`config.mk`:
```
export PLATFORM = sky130hd
export DESIGN_NAME = round_controller
export DESIGN_NICKNAME = d
export VERILOG_FILES = /design/src/rtl/round_pkg.sv /design/src/rtl/round_timer.sv /design/src/rtl/round_controller.sv
export SDC_FILE = /design/constraint.sdc
export NUM_CORES = 1
export LEC_CHECK = 0
export BUFFER_PORTS_ARGS = -buffer_cell sky130_fd_sc_hd__buf_4
export CORE_MARGIN = 2
export CORE_UTILIZATION = 60
export CTS_CLUSTER_DIAMETER = 40
export DETAILED_ROUTE_END_ITERATION = 7
export PLACE_DENSITY = 0.87
export SETUP_SLACK_MARGIN = 0.3
export SYNTH_ARGS = -nofsm -noshare
export SYNTH_HDL_FRONTEND = slang
export SYNTH_SLANG_ARGS = --single-unit
```
`constraint.sdc`:
```
create_clock -name clk -period 4.2 [get_ports clk]
set_input_delay 1.05 -clock clk [delete_from_list [all_inputs] [get_ports clk]]
set_output_delay 1.05 -clock clk [all_outputs]
set_load 0.01 [all_outputs]
```
`src/rtl/round_pkg.sv`:
```
// round_pkg: shared FSM state encoding and LED source selects for round_controller
package round_pkg;
  typedef enum logic [2:0] {ST_IDLE, ST_REQ, ST_SHOW, ST_INPUT, ST_CHECK, ST_OVER} state_e;
  localparam logic [1:0] LED_OFF   = 2'd0;
  localparam logic [1:0] LED_PAT   = 2'd1;
  localparam logic [1:0] LED_GUESS = 2'd2;
  localparam int TMR_W = 32;
endpackage

```
`src/rtl/round_timer.sv`:
```
// round_timer: loadable down-counter that stops at zero; done_o is high while the count is zero
// ports: clk, rst (sync, active-high), load_i/val_i (load count), done_o
module round_timer #(parameter int W = 32) (
  input  logic         clk,
  input  logic         rst,
  input  logic         load_i,
  input  logic [W-1:0] val_i,
  output logic         done_o
);
  logic [W-1:0] cnt_q;
  always_ff @(posedge clk)
    if (rst) cnt_q <= '0;
    else cnt_q <= load_i ? val_i : (cnt_q != '0 ? cnt_q - 1'b1 : cnt_q);
  assign done_o = cnt_q == '0;
endmodule

```
`src/rtl/round_controller.sv`:
```
// round_controller: memory-matrix game round sequencer (request, show, input, check, score/lives)
// ports: clk, reset (sync, active-high); start/submit levels (edge detected); board/board_valid/board_req
// generator handshake; guess switches; led, score, lives, round_win, round_lose, game_over outputs.
// optional: define ROUND_TIMEOUT_EN to turn an unanswered INPUT window into a lost round.
import round_pkg::*;
module round_controller #(
  parameter int SHOW_CYCLES  = 25000000,
  parameter int INPUT_CYCLES = 100000000,
  parameter int START_LIVES  = 3,
  parameter int SCORE_W      = 8
) (
  input  logic               clk,
  input  logic               reset,
  input  logic               start,
  input  logic [7:0]         board,
  input  logic               board_valid,
  output logic               board_req,
  input  logic [7:0]         guess,
  input  logic               submit,
  output logic [7:0]         led,
  output logic [SCORE_W-1:0] score,
  output logic [2:0]         lives,
  output logic               round_win,
  output logic               round_lose,
  output logic               game_over
);
  state_e state_q, state_d;
  logic [7:0] pattern_q, pattern_d, guess_q, guess_d;
  logic [SCORE_W-1:0] score_q, score_d;
  logic [2:0] lives_q, lives_d, lives_dec;
  logic win_q, win_d, lose_q, lose_d, over_q;
  logic start_q, submit_q, start_rise, submit_rise;
  logic [1:0] led_sel;
  logic tmr_load, tmr_done;
  assign start_rise  = start & ~start_q;
  assign submit_rise = submit & ~submit_q;
  assign lives_dec   = lives_q - 3'd1;
  // The timer is reloaded on every entry to SHOW or INPUT; only SHOW depends on it unless the timeout is built in.
  assign tmr_load = (state_d != state_q) && (state_d == ST_SHOW || state_d == ST_INPUT);
  round_timer #(.W(TMR_W)) u_timer (
    .clk(clk),
    .rst(reset),
    .load_i(tmr_load),
    .val_i(state_d == ST_SHOW ? TMR_W'(SHOW_CYCLES - 1) : TMR_W'(INPUT_CYCLES - 1)),
    .done_o(tmr_done)
  );
  always_comb begin
    state_d   = state_q;
    pattern_d = pattern_q;
    guess_d   = guess_q;
    score_d   = score_q;
    lives_d   = lives_q;
    win_d     = 1'b0;
    lose_d    = 1'b0;
    led_sel   = LED_OFF;
    board_req = 1'b0;
    case (state_q)
      ST_REQ: begin
        board_req = 1'b1;
        if (board_valid && board != 8'h00) begin
          pattern_d = board;
          state_d   = ST_SHOW;
        end
      end
      ST_SHOW: begin
        led_sel = LED_PAT;
        if (tmr_done) state_d = ST_INPUT;
      end
      ST_INPUT: begin
        led_sel = LED_GUESS;
        if (submit_rise) begin
          guess_d = guess;
          state_d = ST_CHECK;
        end
`ifdef ROUND_TIMEOUT_EN
        else if (tmr_done) begin
          guess_d = ~pattern_q;
          state_d = ST_CHECK;
        end
`endif
      end
      ST_CHECK: begin
        if (guess_q == pattern_q) begin
          win_d   = 1'b1;
          score_d = &score_q ? score_q : score_q + 1'b1;
          state_d = ST_REQ;
        end else begin
          lose_d  = 1'b1;
          lives_d = lives_dec;
          state_d = lives_dec == 3'd0 ? ST_OVER : ST_REQ;
        end
      end
      ST_OVER: led_sel = LED_PAT;
      default: ;
    endcase
    // A start edge from any state begins a fresh game and overrides whatever the round was doing.
    if (start_rise) begin
      state_d   = ST_REQ;
      pattern_d = pattern_q;
      guess_d   = guess_q;
      score_d   = '0;
      lives_d   = 3'(START_LIVES);
      win_d     = 1'b0;
      lose_d    = 1'b0;
    end
  end
  always_ff @(posedge clk)
    if (reset) begin
      state_q   <= ST_IDLE;
      pattern_q <= '0;
      guess_q   <= '0;
      score_q   <= '0;
      lives_q   <= '0;
      win_q     <= 1'b0;
      lose_q    <= 1'b0;
      over_q    <= 1'b0;
      start_q   <= start;
      submit_q  <= submit;
    end else begin
      state_q   <= state_d;
      pattern_q <= pattern_d;
      guess_q   <= guess_d;
      score_q   <= score_d;
      lives_q   <= lives_d;
      win_q     <= win_d;
      lose_q    <= lose_d;
      over_q    <= state_d == ST_OVER;
      start_q   <= start;
      submit_q  <= submit;
    end
  assign led = led_sel == LED_PAT ? pattern_q : led_sel == LED_GUESS ? guess : 8'h00;
  assign score      = score_q;
  assign lives      = lives_q;
  assign round_win  = win_q;
  assign round_lose = lose_q;
  assign game_over  = over_q;
endmodule
```
### After elaboration in Yosys (flattened, before gate mapping)

Index checks and enable logic that the tools add are counted.

| operators by class | value |
|---|---|
| reduce and logical (&&, ||, !) cells | 18 |
| add/sub/neg operators | 3 |
| shift-type cells | 0 |
| bitwise gates (word level) | 8 |
| div/mod/pow operators | 0 |
| magnitude comparators | 0 |
| multiply operators | 0 |
| multiplexer cells | 19 |
| equality and inequality tests | 13 |

Operators with widths:

| kind | number |
|---|---|
| $mux W32 | 2 |
| $logic_not A32 Y1 | 1 |
| $reduce_bool A32 Y1 | 1 |
| $sub A32 B1 Y32 const B | 1 |
| $mux W27 | 1 |
| $mux W3 | 6 |
| $mux W8 | 2 |
| $eq A3 B2 Y1 const B | 4 |
| $pmux W3 S4 | 1 |
| $eq A3 B3 Y1 const B | 3 |
| $reduce_and A3 Y1 | 3 |
| $add A8 B1 Y8 const B | 1 |
| $eq A8 B8 Y1 | 1 |
| $reduce_and A8 Y1 | 1 |
| $reduce_bool A8 Y1 | 1 |
| $mux W2 | 3 |
| $not A1 Y1 | 6 |
| $pmux W2 S2 | 1 |
| $reduce_and A2 Y1 | 2 |
| $reduce_bool A2 Y1 | 2 |
| $reduce_or A2 Y1 | 2 |
| $eq A3 B1 Y1 const B | 1 |
| $logic_not A3 Y1 | 1 |
| $mux W1 | 3 |
| other kinds (9) | 11 |

| storage, ports and cells | value |
|---|---|
| bits in writable memories | 0 |
| output and inout port bits | 23 |
| bits in read-only memories | 0 |
| memories kept | 0 |
| bits in latches | 0 |
| bits in registers | 67 |

### Longest topological paths before layout

Gate-level depths: netlist of the first run.

| logic depth | value |
|---|---|
| depth in word-level cells | 10 |
| depth in mapped cells | 9 |
| mapped depth without buffers | 8 |

### Cells and area by module

From an unflattened synthesis of the first run, not the netlist that was laid out.

| unflattened totals | value |
|---|---|
| cell total of the unflattened synthesis | 405 |
| area, all modules | 3498.4 um2 |

Modules (own cells, without submodules):

| module | seq. area each (um2) | area each (um2) | instances | cells each |
|---|---|---|---|---|
| round_controller | 700.7 | 1771.7 | 1 | 194 |
| round_timer | 640.6 | 1726.7 | 1 | 211 |

### Least setup slack after synthesis of the first run

No wires, ideal clock.

| path | value |
|---|---|
| kind | input to register |
| start | in board[3] |
| end | reg u_timer.cnt_q[7] |
| path slack | 1.497 ns |
| stages on the path | 7 |
| buffers on the path | 2 |
| library setup time | 0.065 ns |
| arrival time | 2.638 ns |
| cell sequence | or4_1 -> o21ai_1 -> clkbuf_1 -> nor2_1 -> clkbuf_1 -> o32a_1 -> nor2_1 |

| on the way | value |
|---|---|
| longest elaborated chain between the ends | 9 |
| elaborated cells on any way between the ends | 13 |
| classes of those cells | eq/ne: 3; mux: 5; reduce/logical: 5 |

Ends and longest elaborated chain:

| what | line | RTL |
|---|---|---|
| start, declared | round_controller.sv:15 | `input logic [7:0] board,` |
| $reduce_bool A8 Y1 * | round_controller.sv:60 | `if (board_valid && board != 8'h00) begin` |
| $logic_and A1 B1 Y1 * | round_controller.sv:60 |  |
| $mux W3 * | round_controller.sv:60 |  |
| $pmux W3 S4 * | round_controller.sv:57 | `case (state_q)` |
| $mux W3 * | round_controller.sv:97 | `if (start_rise) begin` |
| $eq A3 B2 Y1 (on tied branches) | round_controller.sv:39, round_controller.sv:44 |  |
| $logic_or A1 B1 Y1 | round_controller.sv:39 | `assign tmr_load = (state_d != state_q) && (state_d == ST_SHOW \|\| state_d == ST_INPUT);` |
| $logic_and A1 B1 Y1 | round_controller.sv:39 |  |
| $mux W32 / $reduce_bool A2 Y1 (equally long branches) | -- |  |
| end signal, assigned | round_timer.sv:13 | `else cnt_q <= load_i ? val_i : (cnt_q != '0 ? cnt_q - 1'b1 : cnt_q);` |
| end, declared | round_timer.sv:10 | `logic [W-1:0] cnt_q;` |

Every way passes the cells marked *; elsewhere a longest branch is shown, timed or not.
A chain may end at the register's enable or synchronous reset.

### Worst setup path after layout of the first run

| path | value |
|---|---|
| start | reg state_q[1] |
| end | out led[5] |

| on the way | value |
|---|---|
| longest elaborated chain between the ends | 6 |
| elaborated cells on any way between the ends | 9 |
| classes of those cells | eq/ne: 5; mux: 3; reduce/logical: 1 |

Ends and longest elaborated chain:

| what | line | RTL |
|---|---|---|
| start, declared | round_controller.sv:27 | `state_e state_q, state_d;` |
| start signal, assigned | round_controller.sv:120 | `state_q <= state_d;` |
| $eq A3 B2 Y1 / $eq A3 B3 Y1 (equally long branches) | round_controller.sv:57 |  |
| $reduce_or A2 Y1 (no line) | -- |  |
| $pmux W2 S2 * | round_controller.sv:57 |  |
| $eq A2 B2 Y1 | round_controller.sv:131 | `assign led = led_sel == LED_PAT ? pattern_q : led_sel == LED_GUESS ? guess : 8'h00;` |
| $mux W8 | round_controller.sv:131 |  |
| $mux W8 * | round_controller.sv:131 |  |
| end, declared | round_controller.sv:20 | `output logic [7:0] led,` |

Marked as above.

==> results of run 1 <==
==> final timing paths <==
check                    startpoint                 to  slack (ns)  cells after the start
setup / recovery         state_q[1]             led[5]        1.28                      4
hold / removal         pattern_q[5]       pattern_q[5]        0.50                      2
setup reg to reg  u_timer.cnt_q[14]  u_timer.cnt_q[19]        1.52                      7
hold reg to reg        pattern_q[5]       pattern_q[5]        0.50                      2
==> metrics by stage <==
step	cell area, um2	hold WS, ns	utilization, %
after floorplan	3308	0.4777	-
after global placement	3669	0.4886	67.87
after detailed placement	3669	0.4910	67.87
after CTS	3829	0.5006	70.83
after global routing	3829	0.5232	70.83
final	3829	0.5016	70.83
==> worst reg2reg max path: stages, from the launching register on <==
cell                       delay, ns
sky130_fd_sc_hd__dfxtp_1        0.36
sky130_fd_sc_hd__nor4_2         0.47
sky130_fd_sc_hd__nand4_1        0.45
sky130_fd_sc_hd__nor4_1         0.39
sky130_fd_sc_hd__o211ai_1       0.32
sky130_fd_sc_hd__buf_4          0.32
sky130_fd_sc_hd__o21bai_1       0.21
sky130_fd_sc_hd__a21oi_1        0.06
==> power groups by stage <==
stage | Clock [mW] | Sequential, mW | Combinational (mW)
after global routing | 0.490 | 0.909 | 1.12
after detailed placement | 0 | 0.902 | 0.990
after floorplan | 0 | 0.872 | 0.796
after global placement | 0 | 0.894 | 0.952
final | 0.457 | 0.894 | 1.02
after CTS | 0.463 | 0.890 | 1.00
==> state kept, by name (all words and copies together) (netlist names) <==
register and flops:
round_win 1, game_over 1, u_timer.cnt_q 32, lives 3, pattern_q 8, score 8, start_q 1, submit_q 1
guess_q 8, state_q 3, round_lose 1
==> cell usage in the layout (no fill, tap or decap), types with 3 or more instances in the layout <==
cell	instances
sky130_fd_sc_hd__a21oi_1	30
sky130_fd_sc_hd__a22o_1	8
sky130_fd_sc_hd__a31oi_1	4
sky130_fd_sc_hd__buf_4	45
sky130_fd_sc_hd__clkbuf_8	10
sky130_fd_sc_hd__clkinv_2	3
sky130_fd_sc_hd__dfxtp_1	67
sky130_fd_sc_hd__ha_1	5
sky130_fd_sc_hd__inv_1	8
sky130_fd_sc_hd__mux2i_1	11
sky130_fd_sc_hd__nand2_1	32
sky130_fd_sc_hd__nand2b_1	5
sky130_fd_sc_hd__nand3_1	11
sky130_fd_sc_hd__nand4_1	5
sky130_fd_sc_hd__nor2_1	49
sky130_fd_sc_hd__nor3_1	14
sky130_fd_sc_hd__nor3b_1	4
sky130_fd_sc_hd__nor4_1	10
sky130_fd_sc_hd__o21ai_0	11
sky130_fd_sc_hd__o21ai_1	3
sky130_fd_sc_hd__or3_1	6
sky130_fd_sc_hd__or4_1	3
sky130_fd_sc_hd__or4_4	3
sky130_fd_sc_hd__xnor2_1	18
sky130_fd_sc_hd__xor2_1	25
==> kinds of logic after synthesis <==
kind of cell | Yosys count | synth area share [%]
flops | 67 | 40.54
buf+inv | 25 | 2.950
mux | 12 | 3.669
fa+ha+maj | 5 | 1.891
compound gates | 68 | 12.41
xor+xnor | 43 | 11.38
simple gates | 165 | 27.16
==> metal layers <==
metal  up-vias  global-route usage (%)
met5         -                       0
met4         0                   11.75
met3        16                   7.356
met2       120                   42.67
met1      1381                   30.89
li1       1448                       -
==> area by class of cell <==
class                   instances  share of cell area (%)
multi-input cells             293                   48.82
flip-flops and latches         67                   35.03
repair buffers                 45                   8.824
clock buffers                  12                   3.791
well taps                      72                   2.353
inverters                       8                  0.7843
clock inverters                 3                  0.3922
==> metrics, run 1 <==
Final GP Congestion=~0.86; top cell type's share of synthesized area=about two fifths; number of synthesized flops with an enable pin=0; buffering stage count on the worst path with inverters included=1; met1 WL=between 3 and 4 mm; Max Slew Vio Count=0; cell count after synthesis=between 300 and 400; Logic pwr share=a little over two fifths; largest net degree at the start of global routing=approximately 40; setup skew after layout=roughly 0.0055 ns; Cell Count, Final, Fillers Out=500; share of the yosys chip area belonging to registers=roughly two fifths; routed wl met2=approximately 3.6 mm; Synthesized Nets=411; time the worst path needs with I/O delays and setup=2.924 ns; Chip Width=about 78 um; Reg power frac=37.7%; number of DRC violations after detailed-routing iteration 0=a little under 200; ports placed on the boundary=44; number of maximum-capacitance violations=0; Resize count post-CTS=0; power share of the clock group=between 10% and 20%; fill cell total of the finished layout=429; WL met3=approximately 560 um; total congestion overflow=0; number of rows created at floorplan=27; post-route ant nets=0; signal arrival time at the worst endpoint=around 1.9 ns; Max Fanout on Critical Path=9; count of synthesis-stage warnings from yosys=0; most common library cells after synthesis=sky130_fd_sc_hd__dfxtp_1, sky130_fd_sc_hd__nor2_1, sky130_fd_sc_hd__nand2_1; total DRC errors in the routed layout=0; Required @ worst endpoint=between 3 and 4 ns; Final Net Count=450; Max stage delay cell, worst path=sky130_fd_sc_hd__o21ai_1; area inside the core boundary=around 5400 um2; First-pass DRT Iterations=5; Total Power Consumption=2.369 mW; insertion delay to the later sink of the worst-skew pair=0.34 ns; pre-CTS worst setup slack=1.053 ns; wire length of the first global-routing pass=between 10 and 15 mm; final hold vios=0; clock slew at the register clock pins of the worst setup and hold paths=0.07 ns; Post-CTS Setup Repair Bufs=0; Cell Area, Synth=3308 um2; average wire per cell in the routed design=about 15 um; Setup WS post-layout=between 1 and 1.5 ns; Layout area overhead=15.73%; combined global-route utilization of all metal layers=about a quarter; area of combinational cells with multiple inputs=around 1900 um2; vias per inst=5.930; Port Buffer Count=43; fraction of final layout cells sized beyond drive strength 1=17.29%; clk sinks=67; root cell of the clock tree=sky130_fd_sc_hd__clkbuf_8; initial cell density of the core=about three fifths; Slew HR=42.46%; Setup crit end kind=primary output; Total Die Area=around 6000 um2; unique cell type count in the Yosys netlist=52; longest individual stage delay on the worst path=~0.56 ns; #FFs+latches synth=67; H-tree Lvls=3; clock tree buffer depth=2; count of hold-fix buffers inserted at cts=0; dominant cell by count in the synthesized netlist=sky130_fd_sc_hd__dfxtp_1; Async SR Flop Fraction=0%; worst-case vdd ir drop=0.4547 mV; Setup violations, final=0; vertical die dimension=slightly below 80 um; ANT cells=0; via count=between 2,000 and 3,000; unrepaired setup endpoints after global routing=false; Switch Pwr=~970 uW; switching fraction of total power=about 41%; total instance count after detailed placement=roughly 490; startpoint kind of the worst setup timing path=register; Top Metal Used=met4; accumulated negative setup slack=0 ns; CP cell instances=nand2b_1, o21ai_1, a22o_1, buf_4; Worst Tran Pin Value=0.8631 ns; via count of the first global-routing pass=2,803; Avg Synthesized Cell Area=roughly 8.6 um2; max frequency=between 0.3 and 0.4 GHz; CTS tree=done; Worst Hold Class=reg -> reg; leak pwr=around 1.6 nW; total half-perimeter wirelength after legalization and detailed placement=5.272 mm; total clock buffers created by CTS=9; cell area power density=618.8 nW/um2; initial antenna violation count=0; dominant synthesized flop cell=sky130_fd_sc_hd__dfxtp_1; worst setup path class=reg -> out; DRT Wirelength=7.570 mm; P_int=roughly 1.4 mW; result of the run=complete, no violations; share of the cycle needed by the critical path after routing=69.63%; cell family with most CP delay=compound AO/OA/AOI/OAI gates; most area-hungry cell type in the Yosys netlist=sky130_fd_sc_hd__dfxtp_1; Sequential cell area=1341 um2; biggest area contributors in the synthesized netlist=sky130_fd_sc_hd__dfxtp_1, sky130_fd_sc_hd__xor2_1, sky130_fd_sc_hd__nor2_1
No activity file was read; power rests on OpenSTA's default activity.
==> run 2: changes to the inputs <==
- CORE_UTILIZATION: 60 -> 57
- PLACE_DENSITY: 0.87 -> 0.83
- clock period: 4.2 -> 2.7 ns (I/O delays scaled with it)
==> run 2 against run 1 <==
Effect of this change: sequential share of layout area shrank 0.93 points; power grew 62%; hold slack lost 0.059 ns; wire length grew 1.9%; sequential power grew 57%; critical path depth grew 1; die area grew 5.0%; clock power grew 67%; cell area grew 3.0%; cell count grew 1.0%; clock-buffer cell count grew 1; worst setup slack lost 0.90 ns; critical path type is now reg -> reg; critical endpoint is now u_timer.cnt_q[31]; largest cell class unchanged; highest routed layer unchanged.
==> metrics, run 2 (synthesis results as in run 1) <==
share of the cycle needed by the critical path after routing=85.93%; total instance count after detailed placement=489 (was 485); initial cell density of the core=59.71% (was 61.20%); total clock buffers created by CTS=9 (unchanged); area inside the core boundary=5540 um2 (was 5405 um2); total congestion overflow=0 (unchanged); pre-CTS worst setup slack=0.05785 ns (was 1.053 ns); number of maximum-capacitance violations=0 (unchanged); via count=2,901 (was 2,965); time the worst path needs with I/O delays and setup=2.320 ns; timing endpoint of the critical path=u_timer.cnt_q[31] (was led[5]); final hold vios=0 (unchanged); Port Buffer Count=43 (unchanged); count of hold-fix buffers inserted at cts=0 (unchanged); H-tree Lvls=3 (unchanged); accumulated negative setup slack=0 ns (unchanged); Cell Count, Final, Fillers Out=505 (was 500); commonest non-fill, non-tap cells in the layout=sky130_fd_sc_hd__dfxtp_1, sky130_fd_sc_hd__nor2_1, sky130_fd_sc_hd__buf_4 (unchanged); Worst Hold Class=in -> reg (was reg -> reg); Setup violations, final=0 (unchanged); startpoint kind of the worst setup timing path=register (unchanged); Crit. Startpoint=u_timer.cnt_q[24] (was state_q[1]); Final GP Congestion=0.8506 (was 0.8641); Worst Tran Pin Value=0.7125 ns (was 0.8631 ns); cell area power density=972.8 nW/um2 (was 618.8 nW/um2); Slew HR=52.45% (was 42.46%); Crit Reg-Reg Endpoint=u_timer.cnt_q[31] (was u_timer.cnt_q[19]); setup skew after layout=0.005883 ns (was 0.005530 ns); Sequential cell area=1345 um2 (was 1341 um2); unrepaired setup endpoints after global routing=false (unchanged); area of all placed cells without fillers=3944 um2 (was 3829 um2); leak pwr=1.619 nW (was 1.566 nW); ANT cells=0 (unchanged); Layout area overhead=19.21% (was 15.73%); root cell of the clock tree=sky130_fd_sc_hd__clkbuf_8 (unchanged); vias per inst=5.745 (was 5.930); clk sinks=67 (unchanged); area of combinational cells with multiple inputs=1912 um2 (was 1869 um2); Max Fanout on Critical Path=6 (was 9); worst setup path class=reg -> reg (was reg -> out); Chip Width=80.18 um (was 78.26 um); most flop-heavy register=u_timer.cnt_q (unchanged); via count of the first global-routing pass=2,712 (was 2,803); final worst hold slack=0.4430 ns (was 0.5016 ns); clock tree buffer depth=2 (unchanged); most common cell after layout, fill and taps aside=sky130_fd_sc_hd__dfxtp_1 (unchanged); insertion delay to the later sink of the worst-skew pair=0.34 ns (about the same); combined global-route utilization of all metal layers=24.82% (was 25.71%); DRT Wirelength=7.712 mm (was 7.570 mm); Required @ worst endpoint=2.93 ns (was 3.15 ns); total DRC errors in the routed layout=0 (unchanged); CTS tree=done (unchanged); Setup WS post-layout=0.3799 ns (was 1.276 ns); First-pass DRT Iterations=4 (was 5); total half-perimeter wirelength after legalization and detailed placement=5.466 mm (was 5.272 mm); post-route ant nets=0 (unchanged); number of rows created at floorplan=27 (unchanged); largest net degree at the start of global routing=41 (unchanged); average wire per cell in the routed design=15.27 um (was 15.14 um); wire length of the first global-routing pass=12.32 mm (was 12.45 mm); launch point of the worst reg-to-reg path=u_timer.cnt_q[24] (was u_timer.cnt_q[14]); vertical die dimension=80.18 um (was 78.26 um); reg2reg path depth=5 (was 7); Setup crit end kind=register (was primary output); Max Slew Vio Count=0 (unchanged); fill cell total of the finished layout=452 (was 429); DP Area=3711 um2 (was 3669 um2); initial antenna violation count=0 (unchanged); result of the run=complete, no violations (unchanged); ports placed on the boundary=44 (unchanged); signal arrival time at the worst endpoint=2.55 ns (was 1.87 ns); Total Die Area=6429 um2 (was 6124 um2); fraction of final layout cells sized beyond drive strength 1=19.63% (was 17.29%); worst-case vdd ir drop=0.7141 mV (was 0.4547 mV); internal reg-to-reg setup slack=0.38 ns (was 1.52 ns); clock slew at the register clock pins of the worst setup and hold paths=0.07 ns (about the same); max reg flops=32 (unchanged); number of DRC violations after detailed-routing iteration 0=168 (was 198); Final Net Count=455 (was 450); max frequency=between 0.4 and 0.5 GHz
run 2: cell types whose count changed in the layout (fill, tap and decap cells not counted), moves of 2 or more:
cell / before / now
sky130_fd_sc_hd__nor4_4: 1 / 3
sky130_fd_sc_hd__nor4_2: 2 / 0
sky130_fd_sc_hd__clkbuf_8: 10 / 12
sky130_fd_sc_hd__buf_4: 45 / 49
run 2: how the worst min path moves through the flow:
stage / start / cells after the start / end / slack, ns
2_1_floorplan: pattern_q[0] / 2 / pattern_q[0] / 0.48
3_3_place_gp: pattern_q[5] / 2 / pattern_q[5] / 0.49
3_5_place_dp: u_timer.cnt_q[27] / 2 / u_timer.cnt_q[27] / 0.50
4_1_cts: start / 1 / start_q / 0.43
5_1_grt: start / 1 / start_q / 0.43
6_report: start / 1 / start_q / 0.44
run 2: power breakdown:
| part | internal, mW | switching [mW] |
|---|---|---|
| Combinational | 0.730 | 0.947 |
| Sequential | 1.18 | 0.219 |
| Clock | 0.401 | 0.361 |
| Total | 2.31 | 1.53 |
run 2: worst max-delay path: stages, from the launching register on:
cell and delay (ns):
sky130_fd_sc_hd__dfxtp_1 0.36, sky130_fd_sc_hd__or4_4 0.59, sky130_fd_sc_hd__or4_4 0.47, sky130_fd_sc_hd__or4_1 0.54, sky130_fd_sc_hd__xor2_1 0.22, sky130_fd_sc_hd__nor2_2 0.04
run 2: stage by stage:
stage,utilization (%),power (mW)
finish,71.18,3.837
global route,71.18,4.079
CTS,70.30,3.736
global placement,66.98,2.924
floorplan,-,2.596
detailed placement,66.98,2.969
run 2: per-layer routing:
metal	part of all wire, %	vias to the layer above	global-route usage, %
met5	0	-	0
met4	2.2	0	13.05
met3	5.8	15	5.843
met1	44	1359	30.38
li1	-	1444	-
met2	48	83	40.42
run 2: area by class of cell:
cell class / instances / share of cell area (%)
multi-input cells: 293 / 48.48
repair buffers: 50 / 9.835
inverters: 8 / 0.7614
clock inverters: 2 / 0.2538
flip-flops and latches: 67 / 34.11
well taps: 72 / 2.284
clock buffers: 13 / 4.283
run 2: what timing repair did:
| item | CTS | global route |
|---|---|---|
| setup buffers | 0 | 1 |
| setup endpoints to repair | 8 | 26 |
| pin swaps | 0 | 2 |
| resized for setup | 2 | 8 |
